[config.mk]
export PLATFORM = sky130hd
export DESIGN_NAME = reg_file_port_ctrl
export DESIGN_NICKNAME = d
export VERILOG_FILES = /design/src/rtl/reg_file_port_ctrl.sv
export SDC_FILE = /design/constraint.sdc
export NUM_CORES = 1
export LEC_CHECK = 0
export BUFFER_PORTS_ARGS = -buffer_cell sky130_fd_sc_hd__buf_2
export CAP_MARGIN = 40
export CORE_MARGIN = 2
export CORE_UTILIZATION = 35
export CTS_CLUSTER_SIZE = 16
export DETAILED_ROUTE_END_ITERATION = 10
export PLACE_DENSITY = 0.64
export SYNTH_ARGS = -nofsm -noshare
export SYNTH_HDL_FRONTEND = slang
export SYNTH_SLANG_ARGS = --single-unit
[constraint.sdc]
create_clock -name clk -period 4 [get_ports clk]
set_clock_uncertainty 0.15 [all_clocks]
set_input_delay 1 -clock clk [delete_from_list [all_inputs] [get_ports clk]]
set_output_delay 1 -clock clk [all_outputs]
set_load 0.1 [all_outputs]
[src/rtl/reg_file_port_ctrl.sv]
// reg_file_port_ctrl: initiator side of the 32x16 register file.
// Time-multiplexes reg_file's shared port-1 index bus between operand
// reads from decode and write-backs buffered in a small in-order FIFO.
// Read-after-write hazards against buffered writes either stall the read
// or, with RFPC_WB_BYPASS_EN defined, forward from the youngest match.
module reg_file_port_ctrl #(
  parameter int DATA_W   = 16,
  parameter int IDX_W    = 5,
  parameter int WB_DEPTH = 4,
  localparam int PTR_W   = $clog2(WB_DEPTH),
  localparam int CNT_W   = PTR_W + 1
) (
  input  logic              clk,
  input  logic              rst_n,
  input  logic              rd_valid,
  output logic              rd_ready,
  input  logic [IDX_W-1:0]  rd_idx_a,
  input  logic [IDX_W-1:0]  rd_idx_b,
  output logic              op_valid,
  output logic [DATA_W-1:0] op_a,
  output logic [DATA_W-1:0] op_b,
  input  logic              wb_valid,
  output logic              wb_ready,
  input  logic [IDX_W-1:0]  wb_idx,
  input  logic [DATA_W-1:0] wb_data,
  output logic [CNT_W-1:0]  wb_count,
  output logic [IDX_W-1:0]  rf_index1,
  output logic [IDX_W-1:0]  rf_index2,
  output logic [DATA_W-1:0] rf_w_data,
  output logic              rf_w_enable,
  input  logic [DATA_W-1:0] rf_rdata1,
  input  logic [DATA_W-1:0] rf_rdata2
);

  logic [WB_DEPTH-1:0][IDX_W-1:0]  fifo_idx_q;
  logic [WB_DEPTH-1:0][DATA_W-1:0] fifo_data_q;
  logic [PTR_W-1:0]  rd_ptr_q, rd_ptr_d, wr_ptr_q, wr_ptr_d;
  logic [CNT_W-1:0]  cnt_q, cnt_d;
  logic              op_valid_q;
  logic [DATA_W-1:0] op_a_q, op_a_d, op_b_q, op_b_d;

  logic full, empty, push, pop;
  logic hit_a, hit_b;
  logic rd_go, wr_go;
`ifdef RFPC_WB_BYPASS_EN
  logic [DATA_W-1:0] fwd_a, fwd_b;
`endif

  assign full     = (cnt_q == CNT_W'(WB_DEPTH));
  assign empty    = (cnt_q == '0);
  // Registered count only: a pop this cycle does not reopen wb_ready.
  assign wb_ready = rst_n && !full;
  assign wb_count = cnt_q;
  assign push     = wb_valid && wb_ready;
  assign pop      = wr_go;

  // Match read indices against live entries, walking oldest to youngest so
  // the last hit seen is the youngest one.
  always_comb begin
    logic [PTR_W-1:0] pos;
    hit_a = 1'b0;
    hit_b = 1'b0;
`ifdef RFPC_WB_BYPASS_EN
    fwd_a = '0;
    fwd_b = '0;
`endif
    for (int k = 0; k < WB_DEPTH; k++) begin
      pos = rd_ptr_q + PTR_W'(k);
      if (CNT_W'(k) < cnt_q) begin
        if (fifo_idx_q[pos] == rd_idx_a) begin
          hit_a = 1'b1;
`ifdef RFPC_WB_BYPASS_EN
          fwd_a = fifo_data_q[pos];
`endif
        end
        if (fifo_idx_q[pos] == rd_idx_b) begin
          hit_b = 1'b1;
`ifdef RFPC_WB_BYPASS_EN
          fwd_b = fifo_data_q[pos];
`endif
        end
      end
    end
  end

  // Slot arbitration: full FIFO forces a write, then reads, then draining.
  always_comb begin
`ifdef RFPC_WB_BYPASS_EN
    rd_go = rd_valid && !full;
`else
    rd_go = rd_valid && !full && !(hit_a || hit_b);
`endif
    wr_go = !rd_go && !empty;
  end

  // Drive the shared reg_file bus for the chosen slot; zero when idle.
  always_comb begin
    rd_ready    = 1'b0;
    rf_index1   = '0;
    rf_index2   = '0;
    rf_w_data   = '0;
    rf_w_enable = 1'b0;
    if (rst_n && rd_go) begin
      rd_ready  = 1'b1;
      rf_index1 = rd_idx_a;
      rf_index2 = rd_idx_b;
    end else if (wr_go) begin
      rf_index1   = fifo_idx_q[rd_ptr_q];
      rf_w_data   = fifo_data_q[rd_ptr_q];
      rf_w_enable = 1'b1;
    end
  end

  // FIFO pointer/count next state; pointers wrap as DEPTH is a power of two.
  always_comb begin
    wr_ptr_d = push ? wr_ptr_q + 1'b1 : wr_ptr_q;
    rd_ptr_d = pop  ? rd_ptr_q + 1'b1 : rd_ptr_q;
    cnt_d    = cnt_q + CNT_W'(push) - CNT_W'(pop);
  end

  // Operand capture: forwarded data wins over reg_file when bypassing.
  always_comb begin
`ifdef RFPC_WB_BYPASS_EN
    op_a_d = hit_a ? fwd_a : rf_rdata1;
    op_b_d = hit_b ? fwd_b : rf_rdata2;
`else
    op_a_d = rf_rdata1;
    op_b_d = rf_rdata2;
`endif
  end

  // FIFO control state; reset discards everything pending.
  always_ff @(posedge clk or negedge rst_n) begin
    if (!rst_n) begin
      rd_ptr_q <= '0;
      wr_ptr_q <= '0;
      cnt_q    <= '0;
    end else begin
      rd_ptr_q <= rd_ptr_d;
      wr_ptr_q <= wr_ptr_d;
      cnt_q    <= cnt_d;
    end
  end

  // FIFO storage; contents are only meaningful below cnt_q.
  always_ff @(posedge clk) begin
    if (push) begin
      fifo_idx_q[wr_ptr_q]  <= wb_idx;
      fifo_data_q[wr_ptr_q] <= wb_data;
    end
  end

  // Operand registers: one-cycle valid pulse, data held otherwise.
  always_ff @(posedge clk or negedge rst_n) begin
    if (!rst_n) begin
      op_valid_q <= 1'b0;
      op_a_q     <= '0;
      op_b_q     <= '0;
    end else begin
      op_valid_q <= rd_go;
      if (rd_go) begin
        op_a_q <= op_a_d;
        op_b_q <= op_b_d;
      end
    end
  end

  assign op_valid = op_valid_q;
  assign op_a     = op_a_q;
  assign op_b     = op_b_q;

endmodule

==> flow_summary_export.csv <==
group,metric,value,unit
critical_path,end_kind,"output pin",
placed_design,gp_congestion,0.882,
synth,synth_compound_area_share,2.33,%
placed_design,hpwlAfterDp,10000,um
timing,worst_pin_slew,0.766,ns
grt,grt_pass1_wl,22700,um
floorplanning,die_w,137,um
synth,ys_warn_count,0,
worst_hold_path,hold_path.class,"flip-flop to flip-flop",
detailed_routing,drt_iter0_markers,247,
synth,synth_area,6240,um2
timing,setup_violations,28,
worst_hold_path,worstHoldPathCells,1,
final_layout,final_common_cell,"buf_2",
synth,yosysTopAreaCell,"edfxtp_1",
synth,syn-num-nets,470,
critical_path,worstPathArrival,3.12,ns
synth,synth_fa_ha_area_share,1.93,%
synth,synthSimpleGateAreaFrac,6.20,%
critical_path,reg2reg_depth,17,
clock_tree,clock-sinks,124,
grt,grt_start_max_net_pins,41,
run_status,violations,"setup timing",
detailed_routing,drc,0,
floorplanning,dieHeight,137,um
synth,synth-xor-area-share,6.32,%
synth,syn_avg_cell_area,15.8,um2
synth,synth_cell_types,44,
clock_tree,cts.clk_slew.worst_paths,0.06,ns
critical_path,setup.worst_path.class,"flip-flop to output pin",
synth,synthFlopType,"edfxtp_1",
grt,gr-total-overflow,0,
timing,finalHoldViolCount,0,
timing,rsz0062_at_grt,"yes",
final_layout,layout-drive-gt1-share,57.6,%
clock_tree,htreeDepth,4,
clock_tree,numCtsBuffers,17,
synth,syn-instance-count,394,
detailed_routing,routed_wirelength,15000,um
timing,layout_min_cycle_time,4.27,ns
run_status,status,"complete, but fails checks",
floorplanning,coreArea,17400,um2
timing,post-route-period-util,107,%
critical_path,path_max_fanout,8,
critical_path,required,2.85,ns
synth,synthTopCellsByArea,"edfxtp_1 (40%), dfrtp_1 (16%), mux4_2 (12%)",
detailed_routing,dr.pass1.iters,4,
timing,drv_slew,0,
synth,synth_top_family_by_area,"multiplexers",
placed_design,port_buffers,131,
synth,ys_ff_latch,124,
clock_tree,cts_tree,"yes",
clock_tree,ctsHoldBuffers,0,
floorplanning,die-area,18900,um2
critical_path,r2r_end,"wb_count[2]",
synth,synth_top_area_share,40.4,%
critical_path,cp-start-kind,"flip-flop",
critical_path,r2r-start,"rd_ptr_q[0]",
grt,grt_pass1_vias,4172,
detailed_routing,antenna_left,0,
final_layout,fill_cells,1461,
floorplanning,start_util,35.9,%
worst_hold_path,worstHoldStart,"op_a[4]",
synth,synth-seq-area-share,56.5,%
job,drv_cap,0,
detailed_routing,wl_per_cell,18.9,um
detailed_routing,vias,3986,
timing,fin_ws,-0.273,ns
timing,fmax,234,MHz
grt,antenna_found_initial,3,
critical_path,regToRegSetupSlack,0.15,ns
floorplanning,ios,132,
clock_tree,cts_buffer_depth,2,
worst_hold_path,hold_end,"op_a[4]",
synth,synth_mux_area_share,23.1,%
final_layout,final_cell_mix,"buf_2 (102), edfxtp_1 (84), dfrtp_1 (35)",
final_layout,nets,629,
timing,finalSetupTns,-6.45,ns
synth,synth_edf_count,84,
floorplanning,core.rowCount,48,
synth,synthArstFlopShare,32.3,%
final_layout,area_growth,40.3,%
grt,track_usage,16.3,%
clock_tree,insertion_delay,0.41,ns
detailed_routing,via_per_inst,5.03,
timing,maxSlewHeadroom,48.5,%
clock_tree,cts-root-buf,"clkbuf_16",
-- repair_timing --
| action | in CTS | in global routing |
|---|---|---|
| setup buffers | 11 | 3 |
| gates resized for setup | 31 | 17 |
| setup endpoints to repair | 28 | 30 |
| cloned | 0 | 0 |
| hold endpoints to repair | 0 | 0 |
| pin swaps | 6 | 3 |
-- area by class of cell --
class | count | area [um2] | share of cell area [%]
flip-flops and latches | 124 | 3530 | 40.4
multi-input cells | 228 | 2860 | 32.6
repair buffers | 169 | 1440 | 16.4
clock buffers | 17 | 425 | 4.86
well taps | 225 | 282 | 3.22
clock inverters | 15 | 153 | 1.74
inverters | 13 | 58.8 | 0.672
diodes | 2 | 5.00 | 0.0572
-- registers in the layout, summed over array words and instances (netlist names) --
register,count
wr_ptr_q,2
wb_count,3
fifo_data_q,64
op_b,16
op_valid,1
rd_ptr_q,2
fifo_idx_q,20
op_a,16
-- worst max-delay path, cell delays in order (launching register included) --
cell	delay, ns
dfrtp_4	0.49
buf_6	0.13
mux4_2	0.56
xnor2_2	0.18
nand4_1	0.16
a2111oi_4	0.32
nor4_4	0.11
nand3_4	0.14
buf_12	0.16
mux2i_4	0.25
buf_12	0.20
-- routing by layer --
layer,vias to the layer above,wire [um],global-route usage [%]
met5,-,0,0
met3,15,998,4.64
met4,0,188,5.50
met1,2032,6520,21.3
met2,125,7310,26.3
li1,1814,-,-
-- kinds of logic after synthesis --
kind of cell | after synthesis
muxes | 91
and+or+nand+nor | 66
DFF | 124
xor gates and xnor gates | 45
AOI/OAI and AO/OA | 17
adders and majority gates | 9
buffers and inverters | 42
-- cell usage after synthesis, types with 2 or more instances --
master      n
mux2i_1    23
dfrtp_1    40
a21oi_1     2
nand2_1    17
nor3_1      4
buf_1       2
inv_2       2
mux2_1      9
mux4_2     33
buf_6       6
buf_4       6
a2111oi_2   2
and3_1     25
o21ai_0     3
ha_1        8
edfxtp_1   84
clkbuf_1   13
xnor2_1    34
nand3_1     3
mux2_4     19
xor2_1     11
nand4_1     6
mux2_2      7
nor2_1      4
inv_1      11
buf_2       2
-- how the worst max path moves through the flow --
stage	start	to	slack, ns	cells past startpoint
global route	rd_ptr_q[0]	rf_w_data[15]	-0.38	10
detailed placement	rd_ptr_q[0]	rf_index1[1]	-0.10	9
finish	rd_ptr_q[0]	rf_index1[1]	-0.27	10
CTS	rd_ptr_q[0]	rf_index1[1]	-0.28	10
floorplan	rd_idx_b[2]	rf_index1[0]	-0.14	8
global placement	rd_ptr_q[0]	rf_index1[3]	-0.03	9
-- per-stage QoR --
stage                     instance area [um2]  worst slack, ns  hold slack [ns]  instances  utilization (%)
after CTS                                8630           -0.281            0.345        789             49.7
after detailed placement                 7840           -0.102            0.331        746             45.2
final                                    8750           -0.273            0.340        793             50.4
after global routing                     8740           -0.377            0.359        791             50.4
after global placement                   7840          -0.0268            0.325        746             45.2
after floorplan                          6500           -0.142            0.430        394                -
Power is left out: the tool's default activity adds up to more than one toggle a clock period on the data nets, which glitch-free logic cannot reach.
